<file path="src/rtl/aes_v3_sub_par.sv">
// AES SubBytes unit with NSBOX (1, 2 or 4) S-boxes, stepping through the
// four bytes of a word over 4/NSBOX cycles with a valid/ready handshake.
// Optional build macro AES_V3_SUB_OUTREG_EN registers rd/ready behind a
// DONE state (latency STEPS+1); undefined gives a combinational final step.

// Combined forward/inverse AES S-box computed from the GF(2^8) inverse.
module aes_sbox (
    input  logic       enc,
    input  logic [7:0] din,
    output logic [7:0] dout
);

    function automatic logic [7:0] xtime(input logic [7:0] a);
        return {a[6:0], 1'b0} ^ (a[7] ? 8'h1b : 8'h00);
    endfunction

    function automatic logic [7:0] gf_mul(input logic [7:0] a, input logic [7:0] b);
        logic [7:0] acc;
        logic [7:0] t;
        acc = 8'h00;
        t   = a;
        for (int i = 0; i < 8; i++) begin
            if (b[i]) begin
                acc = acc ^ t;
            end
            t = xtime(t);
        end
        return acc;
    endfunction

    // x^254 == x^-1 in GF(2^8); maps 0 to 0 as AES requires.
    function automatic logic [7:0] gf_inv(input logic [7:0] a);
        logic [7:0] a2, a3, a6, a12, a15, a30, a60, a120, a240, a252;
        a2   = gf_mul(a, a);
        a3   = gf_mul(a2, a);
        a6   = gf_mul(a3, a3);
        a12  = gf_mul(a6, a6);
        a15  = gf_mul(a12, a3);
        a30  = gf_mul(a15, a15);
        a60  = gf_mul(a30, a30);
        a120 = gf_mul(a60, a60);
        a240 = gf_mul(a120, a120);
        a252 = gf_mul(a240, a12);
        return gf_mul(a252, a2);
    endfunction

    function automatic logic [7:0] aff_fwd(input logic [7:0] a);
        return a ^ {a[6:0], a[7]} ^ {a[5:0], a[7:6]} ^ {a[4:0], a[7:5]}
                 ^ {a[3:0], a[7:4]} ^ 8'h63;
    endfunction

    function automatic logic [7:0] aff_inv(input logic [7:0] a);
        return {a[6:0], a[7]} ^ {a[4:0], a[7:5]} ^ {a[1:0], a[7:2]} ^ 8'h05;
    endfunction

    // Forward: affine(inverse(x)); inverse: inverse(affine^-1(x)).
    always_comb begin
        if (enc) begin
            dout = aff_fwd(gf_inv(din));
        end else begin
            dout = gf_inv(aff_inv(din));
        end
    end

endmodule

module aes_v3_sub_par #(
    parameter int unsigned NSBOX = 1
) (
    input  logic        g_clk,
    input  logic        g_resetn,
    input  logic        valid,
    input  logic [31:0] rs1,
    input  logic [31:0] rs2,
    input  logic        enc,
    input  logic        rot,
    input  logic        src,
    output logic        ready,
    output logic        busy,
    output logic [31:0] rd
);

    localparam int unsigned STEPS = 4 / NSBOX;
    localparam int unsigned BASE  = (STEPS - 1) * NSBOX;
    localparam logic [1:0]  LAST  = 2'(STEPS - 1);

    if (NSBOX != 1 && NSBOX != 2 && NSBOX != 4) begin : g_bad_nsbox
        $error("aes_v3_sub_par: NSBOX must be 1, 2 or 4");
    end

    logic [1:0]  cnt_q;
    logic [1:0]  cnt_d;
    logic [7:0]  buf_q    [4];
    logic        buf_we;
    logic        sb_en;
    logic [7:0]  in_byte  [4];
    logic [7:0]  sb_in    [NSBOX];
    logic [7:0]  sb_out   [NSBOX];
    logic [7:0]  res_byte [4];
    logic [31:0] res_word;
    logic [31:0] rd_final;
`ifdef AES_V3_SUB_OUTREG_EN
    logic        done_q;
    logic        done_d;
    logic [31:0] rd_q;
`endif

    // Operand byte selection: interleave rs1/rs2 or take every byte from rs1.
    for (genvar k = 0; k < 4; k++) begin : g_in
        if (k % 2 == 0) begin : g_even
            assign in_byte[k] = rs1[8*k +: 8];
        end else begin : g_odd
            assign in_byte[k] = src ? rs1[8*k +: 8] : rs2[8*k +: 8];
        end
    end

    // S-box i sees byte cnt*NSBOX+i; held at zero when idle to cut toggling.
    always_comb begin
        for (int i = 0; i < int'(NSBOX); i++) begin
            sb_in[i] = sb_en ? in_byte[2'(32'(cnt_q) * NSBOX + 32'(i))] : 8'h00;
        end
    end

    for (genvar i = 0; i < int'(NSBOX); i++) begin : g_sbox
        aes_sbox u_sbox (
            .enc  (enc),
            .din  (sb_in[i]),
            .dout (sb_out[i])
        );
    end

    // Final-step word: upper bytes straight from the S-boxes, rest from buffer.
    for (genvar k = 0; k < 4; k++) begin : g_res
        if (k >= int'(BASE)) begin : g_cur
            assign res_byte[k] = sb_out[k - int'(BASE)];
        end else begin : g_buf
            assign res_byte[k] = buf_q[k];
        end
    end

    assign res_word = {res_byte[3], res_byte[2], res_byte[1], res_byte[0]};
    assign rd_final = rot ? {res_word[23:0], res_word[31:24]} : res_word;

    // State register: step counter and (optionally) DONE flag plus result.
    always_ff @(posedge g_clk or posedge g_resetn) begin
        if (g_resetn) begin
            cnt_q  <= 2'd0;
`ifdef AES_V3_SUB_OUTREG_EN
            done_q <= 1'b0;
            rd_q   <= 32'h0;
`endif
        end else begin
            cnt_q  <= cnt_d;
`ifdef AES_V3_SUB_OUTREG_EN
            done_q <= done_d;
            rd_q   <= done_d ? rd_final : 32'h0;
`endif
        end
    end

    // Intermediate byte buffer, filled one step at a time.
    always_ff @(posedge g_clk or posedge g_resetn) begin
        if (g_resetn) begin
            for (int k = 0; k < 4; k++) begin
                buf_q[k] <= 8'h00;
            end
        end else if (buf_we) begin
            for (int i = 0; i < int'(NSBOX); i++) begin
                buf_q[2'(32'(cnt_q) * NSBOX + 32'(i))] <= sb_out[i];
            end
        end
    end

    // Next-state: advance on valid, wrap on completion, clear on abort.
    always_comb begin
        cnt_d  = cnt_q;
        buf_we = 1'b0;
        sb_en  = valid;
`ifdef AES_V3_SUB_OUTREG_EN
        done_d = 1'b0;
        sb_en  = valid && !done_q;
        if (done_q) begin
            cnt_d = 2'd0;
        end else if (!valid) begin
            cnt_d = 2'd0;
        end else if (cnt_q == LAST) begin
            cnt_d  = 2'd0;
            done_d = 1'b1;
        end else begin
            cnt_d  = cnt_q + 2'd1;
            buf_we = 1'b1;
        end
`else
        if (!valid) begin
            cnt_d = 2'd0;
        end else if (cnt_q == LAST) begin
            cnt_d = 2'd0;
        end else begin
            cnt_d  = cnt_q + 2'd1;
            buf_we = 1'b1;
        end
`endif
    end

    // Outputs: handshake, busy and zero-gated result.
    always_comb begin
`ifdef AES_V3_SUB_OUTREG_EN
        ready = done_q;
        busy  = (cnt_q != 2'd0) || done_q;
        rd    = rd_q;
`else
        ready = valid && (cnt_q == LAST) && !g_resetn;
        busy  = (cnt_q != 2'd0);
        rd    = ready ? rd_final : 32'h0;
`endif
    end

endmodule

</file>
<file path="config.mk">
export PLATFORM = sky130hd
export DESIGN_NAME = aes_v3_sub_par
export DESIGN_NICKNAME = d
export VERILOG_FILES = /design/src/rtl/aes_v3_sub_par.sv
export SDC_FILE = /design/constraint.sdc
export NUM_CORES = 1
export LEC_CHECK = 0
export CAP_MARGIN = 20
export CORE_MARGIN = 1
export CORE_UTILIZATION = 45
export DETAILED_ROUTE_END_ITERATION = 10
export GPL_TIMING_DRIVEN = 0
export PLACE_DENSITY = 0.65
export SYNTH_ARGS = -nofsm -noshare
export SYNTH_HDL_FRONTEND = slang
export SYNTH_SLANG_ARGS = --single-unit
</file>
<file path="constraint.sdc">
create_clock -name g_clk -period 73.6 [get_ports g_clk]
set_input_delay 22.08 -clock g_clk [delete_from_list [all_inputs] [get_ports g_clk]]
set_output_delay 22.08 -clock g_clk [all_outputs]
set_load 0.005 [all_outputs]
</file>
==> flow_summary.yaml, run 1 <==
run_status:
  outcome: "complete, no violations"
flow_run:
  maxCapViolations: 0
routing:
  drtAntennaViolNets: 0
  drt_iter0_drc: 2522
  vias: 26900
  wl_per_cell_um: 19.5
  drc: 0
  vias_per_cell: 5.94
  first_pass_iters: 6
  wirelength_mm: 88.1
placed_design:
  dp_hpwl_mm: 68.2
  place_congestion: 0.973
  io_buffer_count: 85
timing:
  tns_ns: 0
  finalMaxSlewViolations: 0
  period_needed_ns: 70.42
  min_period_over_period_pct: 95.7
  setup_viol: 0
  worst_pin_slew_ns: 1.18
  grt_setup_unrepaired: "false"
  hold_viol: 0
  fin_worst_skew_ns: 0.00218
  slew_headroom_pct: 20.9
  fmax_ghz: 0.0142
hold_path:
  hold_path.class: "reg -> reg"
worst_setup_path:
  worstSetupPathDepth: 79
  cp-start-kind: "input port"
  cpMostUsedCell: "xnor2_1"
  cp.arrival_ns: 48.34
  criticalPathCategory: "in -> out"
  crit_buf_inv: 22
  crit_fanout: 10
  worstPathRequired_ns: 51.52
  cp_top_family: "XOR/XNOR gates"
  cp_slowest_cell: "xor2_1"
  cp_slowest_stage_delay_ns: 0.66
  r2r-end: "buf_q[28]"
  endpoint: "rd[25]"
  ff2ff_setup_slack_ns: 48.06
  crit_path_end_kind: "output port"
  crit_path_start: "valid"
  regToRegStartpoint: "cnt_q[1]"
  r2r_cells: 79
cells_and_area:
  layout_common_cells: "xnor2_1, nor2_1, nand2_1"
  multi_input_area_um2: 26000
  drive_above_1_share_pct: 8.05
  layout_commonest_cell: "xnor2_1"
  antenna_cells: 0
  nFillCells: 6205
  syn2layout_area_growth_pct: 7.33
  final_nets: 3779
  regArea_um2: 651
logic_synthesis:
  yosysUniqueCellTypes: 122
  synth_edf_count: 0
  synth_area_um2: 28000
  ys_seq_elements: 26
  synth_nets: 3684
  syn_area_per_cell_um2: 7.79
  netlist_instances: 3594
  yosysSeqAreaShare_pct: 2.32
  ys.flop_type: "dfrtp_1"
  yosys_warnings: 0
  async_flop_share_pct: 100
global_route:
  grt_pass1_wl_mm: 139
  first_global_vias: 24900
  antenna_found_initial: 2
  grt_usage_pct: 26.9
  grt_overflow_total: 0
  grt_max_degree: 25
cts:
  clock_sinks: 26
  clockRootBuffer: "clkbuf_16"
  cts_tree: "built"
  post_cts_buffers: 0
  cts_buffers: 3
  clk_latency_ns: 0.26
  htree_levels: 1
  hold_buffers: 0
  cts-resized-gates: 0
  cts_max_path_buffers: 2
  clkTransAtPathRegs_ns: 0.07
die:
  core.rowCount: 91
  ios: 104
  die_area_um2: 63300
  fp.coreArea_um2: 61600
  die_h_um: 252
  initial_core_util_pct: 45.5
  die_w_um: 252
==> through the flow <==
stage          util, %  area, µm²  cells  setup slack [ns]  hold WS, ns
2_1_floorplan        -      28000   3594              9.14        0.465
3_3_place_gp      48.6      29900   4516              3.63        0.492
3_5_place_dp      48.6      29900   4519              3.55        0.498
4_1_cts           48.8      30100   4523              3.46        0.515
5_1_grt           48.8      30100   4525              1.52        0.537
6_report          48.8      30100   4525              3.18        0.513
==> kinds of logic after synthesis <==
group	synth area share, %
DFF	2.32
and+or+nand+nor	21.5
adders and majority gates	0.893
xor gates and xnor gates	45.5
muxes	6.93
buffers and inverters	4.83
AOI/OAI and AO/OA	18.0
==> per-layer routing <==
metal	vias up	global-route usage, %	share of wire [%]
met5	-	0	0.031
met2	1010	44.2	46
met3	134	2.41	6.9
met4	4	6.27	2.3
met1	12800	37.7	45
li1	12900	-	-
==> final cells by class <==
cell class	instances	area share (%)
Sequential cell	26	2.16
Timing Repair Buffer	90	3.00
Inverter	58	0.724
Clock inverter	1	0.0999
Clock buffer	3	0.250
Tap cell	837	3.48
Multi-Input combinational cell	3274	86.5
Buffer	236	3.77
==> flip-flops by register name (all words and copies together), names as in the netlist <==
name   flops
cnt_q      2
buf_q     24
==> worst register-to-register path: cells and delay by family (launching register included) <==
| family | cells | cell delay, ns |
|---|---|---|
| xor gates and xnor gates | 34 | 12.52 |
| buffers and inverters | 17 | 5.63 |
| adders and majority gates | 6 | 2.42 |
| and+or+nand+nor | 13 | 2.12 |
| AOI/OAI and AO/OA | 8 | 1.70 |
| DFF | 1 | 0.62 |
| muxes | 1 | 0.42 |
==> cells in the mapped netlist (all sizes together), types with 52 or more instances <==
| cell type | instances | area share [%] |
|---|---|---|
| buf | 116 | 2.4 |
| inv | 52 | 0.70 |
| xor2 | 194 | 6.4 |
| a21oi | 168 | 3.1 |
| nand3 | 83 | 1.5 |
| xnor3 | 195 | 16 |
| xnor2 | 641 | 22 |
| clkbuf | 120 | 1.6 |
| nand2 | 367 | 5.0 |
| nor3 | 131 | 2.5 |
| nor2 | 467 | 6.3 |
| mux2i | 129 | 4.6 |
| o21ai | 150 | 2.7 |
==> worst min path at each step <==
stage,from,endpoint,slack (ns),depth (start not counted)
floorplan,buf_q[15],buf_q[15],0.47,2
global placement,buf_q[25],buf_q[25],0.49,2
detailed placement,buf_q[19],buf_q[19],0.50,2
CTS,buf_q[19],buf_q[19],0.51,2
global route,buf_q[15],buf_q[15],0.54,2
finish,buf_q[19],buf_q[19],0.51,2
Power of run 1 is not shown: default switching activity piles up to over one toggle a cycle in this logic, so the estimate is an artifact.
==> run 2: changes to the inputs <==
- SKIP_CTS_REPAIR_TIMING: not set -> 1
- clock period: 73.6 -> 90.3 ns (I/O delays scaled with it)
==> results of run 2 <==
The final DEF is identical to that of run 1. Status: complete, no violations.
Among the figures that moved: setup slack after placement 3.55 ns -> 10.23 ns; setup slack after layout 3.18 ns -> 9.86 ns; register-to-register setup slack 48.06 ns -> 64.76 ns
Power of run 2 is left out for the same reason.
